**config.mk**
```make
export PLATFORM = sky130hd
export DESIGN_NAME = map_layer
export DESIGN_NICKNAME = d
export VERILOG_FILES = /design/src/rtl/map_layer.sv
export SDC_FILE = /design/constraint.sdc
export NUM_CORES = 2
export LEC_CHECK = 0
export CORE_ASPECT_RATIO = 0.7
export CORE_MARGIN = 4
export CORE_UTILIZATION = 69
export DETAILED_ROUTE_END_ITERATION = 16
export PLACE_DENSITY_LB_ADDON = 0.3
export SYNTH_ARGS = -nofsm -noshare
export SYNTH_HDL_FRONTEND = slang
export SYNTH_SLANG_ARGS = --single-unit
```
**constraint.sdc**
```tcl
create_clock -name clk -period 16.1 [get_ports clk]
set_input_delay 2.415 -clock clk [delete_from_list [all_inputs] [get_ports clk]]
set_output_delay 2.415 -clock clk [all_outputs]
set_load 0.005 [all_outputs]
```
**src/rtl/map_layer.sv**
```systemverilog
// -----------------------------------------------------------------------------
// map_layer
//
// Tile/object map layer for a two-player VGA game. It holds a table of
// rectangle descriptors, finds the lowest-indexed rectangle under the current
// pixel, and emits the matching sprite-memory address two clocks later.
// A small IDLE/PLAY/CLEAR state machine tracks collectable gems and level
// completion.
//
// Optional feature macro: MAP_LAYER_GEM_EN
//   defined   -> gem collection, gem masking and the gem condition for CLEAR
//   undefined -> gem_touch ignored, gems_left = 0, CLEAR needs only exit_ok
//
// Ports
//   clk        system clock
//   rst        asynchronous active-high reset
//   en         layer enable (play runs only while high)
//   vga_h/v    VGA pixel coordinates; map coordinates are these >> 1
//   wr_en      table write strobe
//   wr_idx     table slot to write
//   wr_data    {valid, pivot_h, pivot_v, width, height, mem_pivot_h, mem_pivot_v}
//   gem_touch  per-gem player-contact pulse
//   exit_ok    player1/player2 at the door
//   restart    synchronous level restart pulse
//   addr       registered sprite-memory address
//   hit        1 when addr comes from an object, 0 when it is BG_ADDR
//   gems_left  number of uncollected gems
//   clear      level-complete flag
// -----------------------------------------------------------------------------
module map_layer #(
    parameter int NUM_OBJ = 16,
    parameter int NUM_GEM = 4,
    parameter int ADDR_W  = 17,
    parameter int MEM_W   = 320,
    parameter int BG_ADDR = 12900,
    localparam int IDX_W  = (NUM_OBJ > 1) ? $clog2(NUM_OBJ) : 1,
    localparam int CNT_W  = $clog2(NUM_GEM + 1)
) (
    input  logic              clk,
    input  logic              rst,
    input  logic              en,
    input  logic [9:0]        vga_h,
    input  logic [9:0]        vga_v,
    input  logic              wr_en,
    input  logic [IDX_W-1:0]  wr_idx,
    input  logic [60:0]       wr_data,
    input  logic [NUM_GEM-1:0] gem_touch,
    input  logic [1:0]        exit_ok,
    input  logic              restart,
    output logic [ADDR_W-1:0] addr,
    output logic              hit,
    output logic [CNT_W-1:0]  gems_left,
    output logic              clear
);

    typedef enum logic [1:0] {IDLE = 2'd0, PLAY = 2'd1, CLEAR = 2'd2} state_t;

    // ---------------- object table ----------------
    // Only the valid bits are reset; descriptor fields are plain storage.
    logic [NUM_OBJ-1:0] valid_reg;
    logic [9:0] pivot_h_reg [NUM_OBJ];
    logic [9:0] pivot_v_reg [NUM_OBJ];
    logic [9:0] width_reg   [NUM_OBJ];
    logic [9:0] height_reg  [NUM_OBJ];
    logic [9:0] mem_h_reg   [NUM_OBJ];
    logic [9:0] mem_v_reg   [NUM_OBJ];
    logic       wr_ok;

    assign wr_ok = wr_en && (32'(wr_idx) < NUM_OBJ);

    always_ff @(posedge clk or posedge rst) begin
        if (rst) begin
            valid_reg <= '0;
        end else if (wr_ok) begin
            valid_reg[wr_idx] <= wr_data[60];
        end
    end

    always_ff @(posedge clk) begin
        if (wr_ok) begin
            pivot_h_reg[wr_idx] <= wr_data[59:50];
            pivot_v_reg[wr_idx] <= wr_data[49:40];
            width_reg[wr_idx]   <= wr_data[39:30];
            height_reg[wr_idx]  <= wr_data[29:20];
            mem_h_reg[wr_idx]   <= wr_data[19:10];
            mem_v_reg[wr_idx]   <= wr_data[9:0];
        end
    end

    // ---------------- gem tracking ----------------
    logic [NUM_OBJ-1:0] mask;
    logic               gems_done;
    state_t             state_reg, state_next;

`ifdef MAP_LAYER_GEM_EN
    logic [NUM_GEM-1:0] collected_reg;
    logic [CNT_W-1:0]   gems_left_calc;

    // OR-ing the touch vector makes re-touching a collected gem a no-op and
    // lets several gems land on the same edge.
    always_ff @(posedge clk or posedge rst) begin
        if (rst) begin
            collected_reg <= '0;
        end else if (restart) begin
            collected_reg <= '0;
        end else if (state_reg == PLAY) begin
            collected_reg <= collected_reg | gem_touch;
        end
    end

    always_comb begin
        gems_left_calc = CNT_W'(NUM_GEM);
        for (int i = 0; i < NUM_GEM; i++) begin
            if (collected_reg[i]) begin
                gems_left_calc = gems_left_calc - CNT_W'(1);
            end
        end
    end

    assign gems_left = gems_left_calc;
    assign gems_done = (gems_left_calc == '0);

    for (genvar gi = 0; gi < NUM_OBJ; gi++) begin : g_mask
        if (gi < NUM_GEM) begin : g_gem
            assign mask[gi] = collected_reg[gi];
        end else begin : g_plain
            assign mask[gi] = 1'b0;
        end
    end
`else
    logic unused_gem_touch;
    assign unused_gem_touch = ^gem_touch;
    assign gems_left        = '0;
    assign gems_done        = 1'b1;
    assign mask             = '0;
`endif

    // ---------------- stage 1: hit vector ----------------
    logic [8:0]         h_in, v_in;
    logic [NUM_OBJ-1:0] hit_vec_next;
    logic               unused_lsb;

    assign h_in       = vga_h[9:1];
    assign v_in       = vga_v[9:1];
    assign unused_lsb = vga_h[0] ^ vga_v[0];

    // Bounds are compared at 11 bits so pivot+size never wraps.
    for (genvar gi = 0; gi < NUM_OBJ; gi++) begin : g_hit
        assign hit_vec_next[gi] = valid_reg[gi] && !mask[gi]
            && ({2'b0, h_in} >= {1'b0, pivot_h_reg[gi]})
            && ({2'b0, h_in} <  ({1'b0, pivot_h_reg[gi]} + {1'b0, width_reg[gi]}))
            && ({2'b0, v_in} >= {1'b0, pivot_v_reg[gi]})
            && ({2'b0, v_in} <  ({1'b0, pivot_v_reg[gi]} + {1'b0, height_reg[gi]}));
    end

    logic [8:0]         h_reg, v_reg;
    logic [NUM_OBJ-1:0] hit_vec_reg;

    always_ff @(posedge clk or posedge rst) begin
        if (rst) begin
            h_reg       <= '0;
            v_reg       <= '0;
            hit_vec_reg <= '0;
        end else begin
            h_reg       <= h_in;
            v_reg       <= v_in;
            hit_vec_reg <= hit_vec_next;
        end
    end

    // ---------------- stage 2: priority select + address ----------------
    logic [IDX_W-1:0]  sel_idx;
    logic              sel_any;
    logic [ADDR_W-1:0] addr_next;

    // Scanning downward leaves the lowest hitting index as the winner.
    always_comb begin
        sel_idx = '0;
        sel_any = 1'b0;
        for (int i = NUM_OBJ - 1; i >= 0; i--) begin
            if (hit_vec_reg[i]) begin
                sel_idx = IDX_W'(i);
                sel_any = 1'b1;
            end
        end
    end

    // Full 32-bit arithmetic, then truncation to the memory address width.
    always_comb begin
        addr_next = ADDR_W'(BG_ADDR);
        if (sel_any) begin
            addr_next = ADDR_W'(
                ({23'd0, h_reg} - {22'd0, pivot_h_reg[sel_idx]} + {22'd0, mem_h_reg[sel_idx]})
              + ({23'd0, v_reg} - {22'd0, pivot_v_reg[sel_idx]} + {22'd0, mem_v_reg[sel_idx]})
                * 32'(MEM_W));
        end
    end

    always_ff @(posedge clk or posedge rst) begin
        if (rst) begin
            addr <= ADDR_W'(BG_ADDR);
            hit  <= 1'b0;
        end else begin
            addr <= addr_next;
            hit  <= sel_any;
        end
    end

    // ---------------- level FSM ----------------
    always_ff @(posedge clk or posedge rst) begin
        if (rst) begin
            state_reg <= IDLE;
        end else begin
            state_reg <= state_next;
        end
    end

    // restart overrides every transition, including PLAY->CLEAR.
    always_comb begin
        state_next = state_reg;
        if (restart) begin
            state_next = IDLE;
        end else begin
            case (state_reg)
                IDLE:    if (en) state_next = PLAY;
                PLAY: begin
                    if (!en) begin
                        state_next = IDLE;
                    end else if (gems_done && exit_ok == 2'b11) begin
                        state_next = CLEAR;
                    end
                end
                CLEAR:   state_next = CLEAR;
                default: state_next = IDLE;
            endcase
        end
    end

    assign clear = (state_reg == CLEAR);

endmodule

```
==> results.md <==
* Status: finished clean
* GRT Overall Usage at 33.4%
* Clock power share at between 20% and 30%
* H-tree depth at 3
* Sequential Power Share at between 30 and 40%
* RePlAce Congestion at 0.886
* Peak VDD IR at ~360 uV
* Initial antenna violation count at 11
* Switching share of power at between 30% and 40%
* Synth Area in Compound Gates at 13.6%
* Largest cells by area after synthesis: edfxtp_1, ha_1, a21oi_1
* Req. time, crit path at 16.69 ns
* DRC Markers at 0
* Die extent in y at around 260 um
* Post-synthesis mux area share at 1.55%
* Flops & latches, synth at a little over 1000
* Port Buf Inserts at around 110
* Placed cell area at 64700 um^2
* Area growth syn-to-layout at 9.62%
* EDFF count, synth at 960
* Drt pass-1 iters at 8
* Rel. slew slack at around 7.3%
* Synth area leader: edfxtp_1
* Commonest cells post-synth: edfxtp_1, ha_1, inv_1
* Share of the synthesized area in the top cell type at between 40% and 50%
* Startpoint class of the critical path: flip-flop
* Crit path kind: flip-flop to flip-flop
* Setup TNS at 0 ns
* Vias per std cell at approximately 6.5
* Minimum clock period at between 9 and 10 ns
* Starting Density at 70.0%
* Resize count post-CTS at 0
* Period utilisation layout at 59.7%
* Die width at ~370 um
* Top_reg_cell synth: edfxtp_1
* Hold crit path type: flip-flop to flip-flop
* Nets at ~6600
* Psw at between 2 and 3 mW
* Lkg Pwr at 28.7 nW
* Pin count of the biggest net entering global routing at roughly 150
* Fin Clk Skew at between 0.04 and 0.05 ns
* Total core area at 88700 um^2
* Total grt overflow at 0
* Internal Power at between 5 and 6 mW
* CTS tree: built
* Final Instance Area at a little under 70000 um^2
* Syn Std Cell Area at between 60000 and 70000 um^2
* Yosys cell types at 63
* RSZ-0062 raised after global routing: false
* Clock latency on the worst-skew pair at 0.71 ns
* Count leader, synth: edfxtp_1
* Via count at 43900
* DP Wirelength at between 100000 and 150000 um
* Cells after Synth at between 5000 and 6000
* Sequential cell area fraction in the yosys report at between 40 and 50%
* Worst path most repeated cell: ha_1
* Power per Cell Area at between 100 and 150 nW/um^2
* Wire per inst at around 24 um
* Total wire length at ~160000 um
* Ys async rst share at under 10%
* Clk slew on worst S/H paths at ~0.060 ns
* Row count at 91
* Slew Limit Fails at 0
* Slew @ Worst Pin at about 1.4 ns
* First-pass GRT wire length at between 200000 and 250000 um
* Simple-gate share of the synthesized area at around 8.5%
* Cts bufs inserted at slightly below 100
* Max FO, Critical Path at between 60 and 70
* Die area at 95000 um^2
* F_max at about 0.10 GHz
* Postcts setup bufs at 0
* Post-synthesis adder-cell area fraction at 19.9%
* Critical path's largest stage delay at between 0.6 and 0.7 ns
* Root Driver: clkbuf_16
* Synth warn at 0
* Maximum capacitance violations at 0
* Critical Path Sink Type: flip-flop
* Critical-path top delay cell: buf_4
* Final setup fails at 0
* Mean Syn Cell Area at approximately 12 um^2
* Layout cell share with drive strength beyond 1 at under 10%
* Hold_buf cts at 0
* Vias in the first global route at ~45000
* Largest family of logic cells by synthesized area: adder cells
* Routed Antenna Nets at 0
* XOR/XNOR Fraction of Synth Area at roughly 3.6%
* Comb pwr share at 34.7%
* CTS Sinks at ~1000
* Final hold violation count at 0
* IO Count at around 120
* DRC violation total after the first TritonRoute iteration at about 4400
* Deepest clock path buffer count at 3
* CP arrival at 10.20 ns
-- final timing paths --
kind	start	endpoint	slack, ns	cells past startpoint
setup / recovery	hit_vec_reg[11]	addr[16]	6.49	36
hold / removal	state_reg[1]	state_reg[0]	0.46	1
setup reg to reg	hit_vec_reg[11]	addr[16]	6.49	36
hold reg to reg	state_reg[1]	state_reg[0]	0.46	1
max in group asynchronous	rst	valid_reg[3]	12.99	3
min in group asynchronous	rst	addr[0]	1.94	2
-- cell type report --
class,instances,area (um^2)
clock buffer,120,2630
antenna,3,7.51
tap,1162,1450
fill,5430,20600
timing repair buffer,164,1540
sequential,1030,30600
inverter,449,1690
multi-input combinational,3784,29500
clock inverter,65,722
-- through the flow --
step,hold WS [ns],power [mW],std cells,utilization [%],setup slack [ns]
floorplan,0.409,5.21,5396,-,8.22
global placement,0.425,5.82,6589,73.0,6.93
detailed placement,0.445,5.90,6589,73.0,6.86
CTS,0.457,8.31,6774,76.8,6.73
global route,0.481,8.79,6775,76.8,5.93
finish,0.459,8.34,6777,76.8,6.49
-- worst max-delay path, delay by kind of cell (launching register included) --
kind	cells	cell delay [ns]
AO/OA/AOI/OAI	13	3.19
adder cells (fa/ha/maj)	5	1.65
flip-flops	1	0.42
buffers and inverters	2	1.38
XOR/XNOR	6	1.13
AND/OR/NAND/NOR	10	1.66
-- kinds of logic after synthesis --
kind of cell    count (synthesis)
buf+inv                       582
flops                        1030
mux                            93
other cells                     1
fa+ha+maj                     963
xor+xnor                      255
simple gates                 1143
compound gates               1327
-- per-layer routing --
metal	track usage (%)	vias to the layer above	wire, um
li1	-	20100	-
met1	45.5	21400	64600
met2	53.9	2070	73500
met3	6.93	380	16300
met4	11.8	6	5630
met5	0	-	32
-- cell usage in the layout (no fill, tap or decap), types with 13 or more instances in the layout --
master and count:
edfxtp_1 960, ha_1 925, inv_1 448, nand2_1 441
a21oi_1 338, o21ai_0 268, nor2_1 241, a21o_1 191
xnor2_1 187, o21bai_1 147, o211ai_1 133, clkdlybuf4s50_1 108
clkbuf_16 98, a211oi_1 94, and3_1 80, nand3_1 79
nand2b_1 77, nor3_1 75, nor2b_1 74, xor2_1 67
mux2i_1 65, dfrtp_1 64, buf_4 53, a31oi_1 46
fa_1 38, mux2_2 28, o21a_1 25, clkinv_2 25
o31ai_1 22, a21boi_0 18, clkinv_1 17, nor2_4 14
or2_2 14, o311ai_0 13, clkbuf_1 13
-- power by group through the flow --
stage	clock network, mW	logic, mW	registers, mW
2_1_floorplan	0	2.12	3.09
3_3_place_gp	0	2.72	3.10
5_1_grt	2.52	3.22	3.05
3_5_place_dp	0	2.79	3.10
6_report	2.39	2.90	3.05
4_1_cts	2.40	2.85	3.05
Note: power is estimated with default switching activity, not from simulation.
